**config.mk**
```make
export PLATFORM = sky130hd
export DESIGN_NAME = vector_alu_ex
export DESIGN_NICKNAME = d
export VERILOG_FILES = /design/src/rtl/vector_alu_pkg.sv /design/src/rtl/vector_lane_alu.sv /design/src/rtl/vector_alu_ex.sv
export SDC_FILE = /design/constraint.sdc
export NUM_CORES = 2
export LEC_CHECK = 0
export BUFFER_PORTS_ARGS = -buffer_cell sky130_fd_sc_hd__buf_2
export CAP_MARGIN = 25
export CORE_AREA = 2 2 536 538
export DETAILED_ROUTE_END_ITERATION = 8
export DIE_AREA = 0 0 538 540
export GPL_TIMING_DRIVEN = 0
export PLACE_DENSITY = 0.31
export SYNTH_ARGS = -nofsm -noshare
export SYNTH_HDL_FRONTEND = slang
export SYNTH_HIERARCHICAL = 1
export SYNTH_SLANG_ARGS = --single-unit
```
**constraint.sdc**
```tcl
create_clock -name clk -period 5.8 [get_ports clk]
set_input_delay 0.29 -clock clk [delete_from_list [all_inputs] [get_ports clk]]
set_output_delay 0.29 -clock clk [all_outputs]
set_load 0.01 [all_outputs]
```
**src/rtl/vector_alu_pkg.sv**
```systemverilog
// vector_alu_pkg: shared widths and encodings for the vector execute stage
package vector_alu_pkg;
  localparam int LANE_W = 8;
  localparam int LANES = 24;
  localparam int VEC_W = 192;
  typedef enum logic [1:0] {ALU_ADD, ALU_SUB, ALU_MUL, ALU_PASSB} alu_op_e;
  typedef enum logic [1:0] {SRC2_REG, SRC2_NUM, SRC2_ONE, SRC2_ZERO} src2_e;
  typedef enum logic {IDLE, BUSY} state_e;
endpackage

```
**src/rtl/vector_lane_alu.sv**
```systemverilog
// vector_lane_alu: combinational single-lane add/sub/mul/pass-b
module vector_lane_alu
  import vector_alu_pkg::*;
#(
  parameter int W = 8
) (
  input  logic [W-1:0] a,
  input  logic [W-1:0] b,
  input  alu_op_e      op,
  output logic [W-1:0] y
);
  always_comb y = op == ALU_ADD ? a + b : op == ALU_SUB ? a - b : op == ALU_MUL ? a * b : b;
endmodule

```
**src/rtl/vector_alu_ex.sv**
```systemverilog
// vector_alu_ex: multi-cycle lane-chunked scalar/vector execute stage
module vector_alu_ex
  import vector_alu_pkg::*;
#(
  parameter int LANE_W = 8,
  parameter int LANES = 24,
  parameter int LANES_PER_CYCLE = 8
) (
  input  logic                      clk,
  input  logic                      rst,
  input  logic                      valid_in,
  input  logic                      flush,
  input  logic [1:0]                alu_op,
  input  logic                      vector_op,
  input  logic                      alu_src1,
  input  logic [1:0]                alu_src2,
  input  logic [LANE_W*LANES-1:0]   pc,
  input  logic [LANE_W*LANES-1:0]   rss1,
  input  logic [LANE_W*LANES-1:0]   rss2,
  input  logic [LANE_W*LANES-1:0]   rvs1,
  input  logic [LANE_W*LANES-1:0]   rvs2,
  input  logic [LANE_W*LANES-1:0]   num,
  input  logic [3:0]                rr_in,
  output logic                      stall,
  output logic                      busy,
  output logic [LANE_W*LANES-1:0]   result,
  output logic [3:0]                rr_out,
  output logic                      result_valid
);
  localparam int W = LANE_W * LANES;
  localparam int NUM_CHUNKS = LANES / LANES_PER_CYCLE;
  localparam int CW = NUM_CHUNKS > 1 ? $clog2(NUM_CHUNKS) : 1;
  state_e state;
  logic [CW-1:0] cnt;
  logic [W-1:0] a_q, b_q, acc, acc_nxt, a_sel, b_sel, ones;
  alu_op_e op_q;
  logic vec_q, last, accept;
  logic [3:0] rr_q;
  logic [LANES_PER_CYCLE-1:0][LANE_W-1:0] ca, cb, cy;
  assign ones = {LANES{LANE_W'(1)}};
  assign a_sel = alu_src1 ? pc : vector_op ? rvs1 : rss1;
  assign b_sel = alu_src2 == SRC2_REG ? (vector_op ? rvs2 : rss2) :
                 alu_src2 == SRC2_NUM ? num : alu_src2 == SRC2_ONE ? ones : '0;
  assign last = state == BUSY && (!vec_q || cnt == CW'(NUM_CHUNKS - 1));
  assign stall = state == BUSY && !last;
  assign busy = state == BUSY;
  assign accept = (state == IDLE || last) && valid_in && !flush;
  always_comb begin
    ca = '0;
    cb = '0;
    for (int i = 0; i < LANES_PER_CYCLE; i++) begin
      ca[i] = a_q[(int'(cnt) * LANES_PER_CYCLE + i) * LANE_W +: LANE_W];
      cb[i] = b_q[(int'(cnt) * LANES_PER_CYCLE + i) * LANE_W +: LANE_W];
    end
  end
  for (genvar i = 0; i < LANES_PER_CYCLE; i++) begin : g_lane
    vector_lane_alu #(.W(LANE_W)) u_lane (.a(ca[i]), .b(cb[i]), .op(op_q), .y(cy[i]));
  end
  always_comb begin
    acc_nxt = vec_q ? acc : '0;
    for (int i = 0; i < LANES_PER_CYCLE; i++)
      if (vec_q || i == 0) acc_nxt[(int'(cnt) * LANES_PER_CYCLE + i) * LANE_W +: LANE_W] = cy[i];
  end
  always_ff @(posedge clk) begin
    if (rst) begin
      state <= IDLE;
      cnt <= '0;
      a_q <= '0;
      b_q <= '0;
      acc <= '0;
      op_q <= ALU_ADD;
      vec_q <= 1'b0;
      rr_q <= '0;
      result <= '0;
      rr_out <= '0;
      result_valid <= 1'b0;
    end else begin
      result_valid <= 1'b0;
      if (flush) begin
        state <= IDLE;
      end else begin
        if (state == BUSY) acc <= acc_nxt;
        if (last) begin
          result <= acc_nxt;
          rr_out <= rr_q;
          result_valid <= 1'b1;
          state <= IDLE;
        end else if (state == BUSY) begin
          cnt <= cnt + CW'(1);
        end
        if (accept) begin
          a_q <= a_sel;
          b_q <= b_sel;
          op_q <= alu_op_e'(alu_op);
          vec_q <= vector_op;
          rr_q <= rr_in;
          cnt <= '0;
          state <= BUSY;
        end
      end
    end
  end
endmodule

```
-- Word-level counts from Yosys, hierarchy flattened
Cells that the tools add are included.
- register bits after elaboration: 783
- add/sub/neg operators: 32
- multiply operators: 8
- eq/ne operators: 6
- shift-type cells: 32
- multiplexer cells: 52
- bitwise operators: 2
- reductions and logical operators: 18
- operators with widths (operator ; count):
    $shiftx 192x32->8 ; 14
    $mux 192 ; 13
    $bwmux 192 ; 8
    $shift 8x33->192 const A ; 8
    $shiftx 8x33->192 ; 8
    $shiftx 192x9->8 ; 2
    $neg 9->33 ; 7
    $mux 8 ; 24
    $mux 185 ; 1
    $add 8x8->8 ; 8
    $mul 8x8->8 ; 8
    $sub 8x8->8 ; 8
    $neg 8->33 ; 1
    $add 5x3->6 const B ; 4
    $add 5x2->6 const B ; 2
    $add 5x1->6 const B ; 1
    $eq 2x2->1 const B ; 3
    $mux 2 ; 3
    $reduce_and 2->1 ; 3
    $eq 2x1->1 const B ; 2
    $logic_and 1x1->1 ; 4
    $logic_not 2->1 ; 2
    $reduce_bool 2->1 ; 2
    $logic_not 1->1 ; 3
    other kinds (7) ; 11

-- Longest topological paths before layout
- depth after elaboration: 21
- gate-level depth with buffers: 27

-- By module
Netlist, hierarchy kept.
- by module, submodules not included (module ; times used ; cells each ; area each (µm²) ; seq. area each (µm²)):
    vector_alu_ex ; 1 ; 4388 ; 36665.2 ; 14393.8
    vector_lane_alu (g_lane[0].u_lane ...) ; 7 ; 215 ; 1630.3 ; 0.0
    vector_lane_alu (g_lane[6].u_lane) ; 1 ; 212 ; 1655.3 ; 0.0

-- Least setup slack after synthesis
No wires, ideal clock.
- path kind: reg2reg
- start: reg cnt[1]
- end: reg acc[119]
- data arrival time: 5.383 ns
- required time: 5.668 ns
- path slack: 0.285 ns
- stages on the path, launching flop included: 24
- path buffers: 5
- period minus slack after synthesis: 5.515 ns
- path through: dfxtp_1 buf_2 buf_2 buf_2 buf_2 clkbuf_1 nand2_1 o22ai_1 nand2_1 fa_1 fa_1 inv_1 fa_1 inv_1 fa_1 xor2_1 xnor3_1 xnor3_1 xnor3_1 o211ai_2 o21ai_1 and4b_1 o21ai_0 a21oi_1
- RTL lines (item ; RTL line ; text):
    start, declared ; vector_alu_ex.sv:34 ; logic [CW-1:0] cnt;
    start signal, assigned ; vector_alu_ex.sv:89 ; cnt <= cnt + CW'(1);
    end signal, assigned ; vector_alu_ex.sv:82 ; if (state == BUSY) acc <= acc_nxt;
    end, declared ; vector_alu_ex.sv:35 ; logic [W-1:0] a_q, b_q, acc, acc_nxt, a_sel, b_sel, ones;

==> Implementation_results.wiki <==
{| class="wikitable"
! Metric !! Value
|-
| Tightest slew margin relative to the limit || 20.6%
|-
| Most numerous cell in the Yosys netlist || nand2_1
|-
| Detailed-router iteration count before antenna repair || 5
|-
| Detailed placer's ending HPWL || 327 mm
|-
| Setup violations, final || 0
|-
| DP Cell Count || 11.3k
|-
| DIE HEIGHT || 540 um
|-
| Worst vdd rail ir drop || 0.000216 V
|-
| Longest Clk Path Bufs || 3
|-
| Global route overflow || 0
|-
| TritonCTS clock tree || done
|-
| List of most frequent post-synthesis cells || nand2_1, o21ai_0, dfxtp_1
|-
| Fraction of final layout cells sized beyond drive strength 1 || between 20% and 30%
|-
| Post-synth EDFFs || 0
|-
| Final worst path period share || 99.9%
|-
| Initial antenna violation count || 149
|-
| Number of buffers added by the clock tree synthesis step || 93
|-
| Top cell family by delay on the critical path || adder cells
|-
| Final instance area || 74400 sq um
|-
| Area of the core region || 284000 sq um
|-
| Worst min-delay path category || primary input to flip-flop
|-
| Transition at the pin with the smallest max-transition slack || 1.16 ns
|-
| Antenna-violating nets left || 0
|-
| Total clock sinks || 719
|-
| Drt total wl || about 380 mm
|-
| Critical Path AT || 6.46 ns
|-
| GPL Wtd Cong || 1.03
|-
| Core utilization of the finished layout || about a quarter
|-
| Starting DRT DRC Count || just over 4k
|-
| Clk pin slew, worst setup/hold paths || ~0.06 ns
|-
| Capturing element type of the critical path || flip-flop
|-
| Net count of the finished layout || 9743
|-
| Wire length per cell after detailed routing || 31.3 um
|-
| Die width || around 540 um
|-
| Input/output buffers || about 1.4k
|-
| DRC violation count after routing || 0
|-
| Layout Cells excl Fill || 12.2k
|-
| Post-DR vias/cell || 4.62
|-
| Crit path max fanout || 10
|-
| Max capacitance violation total || 0
|-
| Power density over the cells || 197 nW/um^2
|-
| Leakage power total || 0.0318 uW
|-
| Upper clock frequency limit || 173 MHz
|-
| Net count of the mapped netlist || roughly 7.6k
|-
| Result of the run || finished clean
|-
| Clk_skew || 0.0475 ns
|-
| Placed Instance Area || 62200 sq um
|-
| Overall via count from detail_route || 56.2k
|-
| Req. time, crit path || approximately 6.5 ns
|-
| Final Slew Violations || 0
|-
| Final Hold Violating Endpoints || 0
|-
| Setup repair after global routing missed its margin || yes
|-
| Mean cell area of the mapped netlist || 8.15 sq um
|-
| Slowest library cell on the worst path || fa_1
|-
| Overall Global Routing Usage || 25.1%
|-
| Insertion delay of the later-clocked pin in the worst-skew pair || around 0.75 ns
|-
| Row Count || 196
|-
| CTS Root Cell || clkbuf_16
|-
| Fraction of synthesized cell area taken by the top area cell type || 28.9%
|-
| Yosys Warn Count || 6
|-
| Number of global-route vias before repair || 55.7k
|-
| Htree depth || 3
|-
| Nature of the critical path startpoint || flip-flop
|-
| Crit path largest cell delay || 0.51 ns
|-
| Post-synth top flop || dfxtp_1
|-
| Critical Setup Path Class || flip-flop to flip-flop
|-
| Synth Instances || around 6.1k
|-
| Largest cells by area after synthesis || dfxtp_1, mux2i_1, o21ai_0, a22o_1, ha_1
|-
| Relative area change from synthesis to final layout || 49.7%
|-
| Final min period || approximately 5.8 ns
|-
| Maximum number of pins on one net before global-route repair || 26
|-
| Post-synthesis sequential area ratio || 28.9%
|-
| Number of primary I/O pins || 1365
|-
| Combined buffer and inverter count along the critical path || 11
|-
| Async set or reset register ratio after synthesis || 0%
|-
| Die area || 291000 sq um
|-
| Total standard cell area after synthesis || 49700 sq um
|-
| Hold Slack || 0.0314 ns
|-
| Initial core utilization || 17.5%
|-
| Number of library cell types mapped by synthesis || 65
|-
| Largest area contributor in the netlist || dfxtp_1
|-
| Global-route wire length before repair || 496 mm
|-
| Yosys reg bits || 719
|}
-- power breakdown --
part           switching, uW  leakage [uW]  internal (uW)
logic                   2090        0.0244           1320
clock network           2560       0.00158           3560
registers               95.4       0.00583           5070
total                   4750        0.0318           9950
-- metal layers --
metal	vias up	wire length, um	GRT usage (%)
met5	-	169	0
met1	27639	170000	33.1
met2	2073	171000	40.4
met3	495	18600	3.64
li1	25924	-	-
met4	28	20200	11.3
-- cells in the final DEF (no fill, tap or decap), drive strengths merged, types with 17 or more instances in the layout --
master / count
a211oi: 30
a21o: 42
a21oi: 436
a22o: 360
a22oi: 24
a311oi: 18
a31oi: 17
and2: 80
and4b: 58
buf: 1862
clkbuf: 424
clkinv: 25
dfxtp: 719
diode: 97
dlygate4sd3: 371
fa: 112
ha: 244
inv: 349
mux2i: 544
nand2: 801
nand3: 91
nor2: 144
nor2b: 135
nor4bb: 57
o21ai: 933
o21bai: 23
o22ai: 71
xnor2: 122
xor2: 54
-- flip-flops by register name, indices dropped and copies added (netlist names) --
signal,count
rr_q,4
result_valid,1
rr_out,4
result,192
acc,128
b_q,192
cnt,2
op_q,2
busy,1
vec_q,1
a_q,192
-- cell families after synthesis --
kind of cell	synth area share [%]
simple gates	13.8
flops	28.9
buf+inv	7.04
xor+xnor	3.24
compound gates	24.5
fa+ha+maj	10.6
mux	11.8
-- what timing repair did --
action / CTS / global route
buffers inserted: 127 / 88
pin swaps: 99 / 128
endpoints found under the hold margin: 301 / 0
setup endpoints to repair: 257 / 103
cloned: 1 / 2
resized for setup: 490 / 217
hold buffers: 371 / 0
-- tightest hold or removal path, cell delays in order --
cell     delay [ns]
buf_2          0.08
nand2_1        0.04
o21ai_0        0.17
a22o_1         0.15
-- stage by stage --
step	power, uW	setup slack [ns]	TNS, ns
global route	15200	-0.203	-2.14
floorplan	6500	0.285	0
global placement	8140	-3.74	-609.24
CTS	14800	-0.0442	-0.169
finish	14700	0.00825	0
detailed placement	8200	-3.07	-388.18
-- final timing paths --
kind / to / cells past startpoint / slack, ns / startpoint
setup reg to reg: result[63]$_SDFFE_PP0P_ / 27 / 0.008 / cnt[0]$_SDFFE_PP0P_
hold reg to reg: acc[25]$_SDFFE_PP0P_ / 2 / 0.45 / acc[25]$_SDFFE_PP0P_
hold / removal: a_q[79]$_SDFFE_PP0P_ / 4 / 0.03 / pc[79]
setup / recovery: result[63]$_SDFFE_PP0P_ / 27 / 0.008 / cnt[0]$_SDFFE_PP0P_
-- area by class of cell --
type,instances,area (sq um)
antenna,97,243
buffer,497,2760
clock buffer,133,2740
fill,31548,210000
multi-input combinational,4535,34300
inverter,348,1330
tap,3762,4710
sequential,719,14400
clock inverter,38,414
timing repair buffer,2027,13600
(Power assumes the default switching activity.)
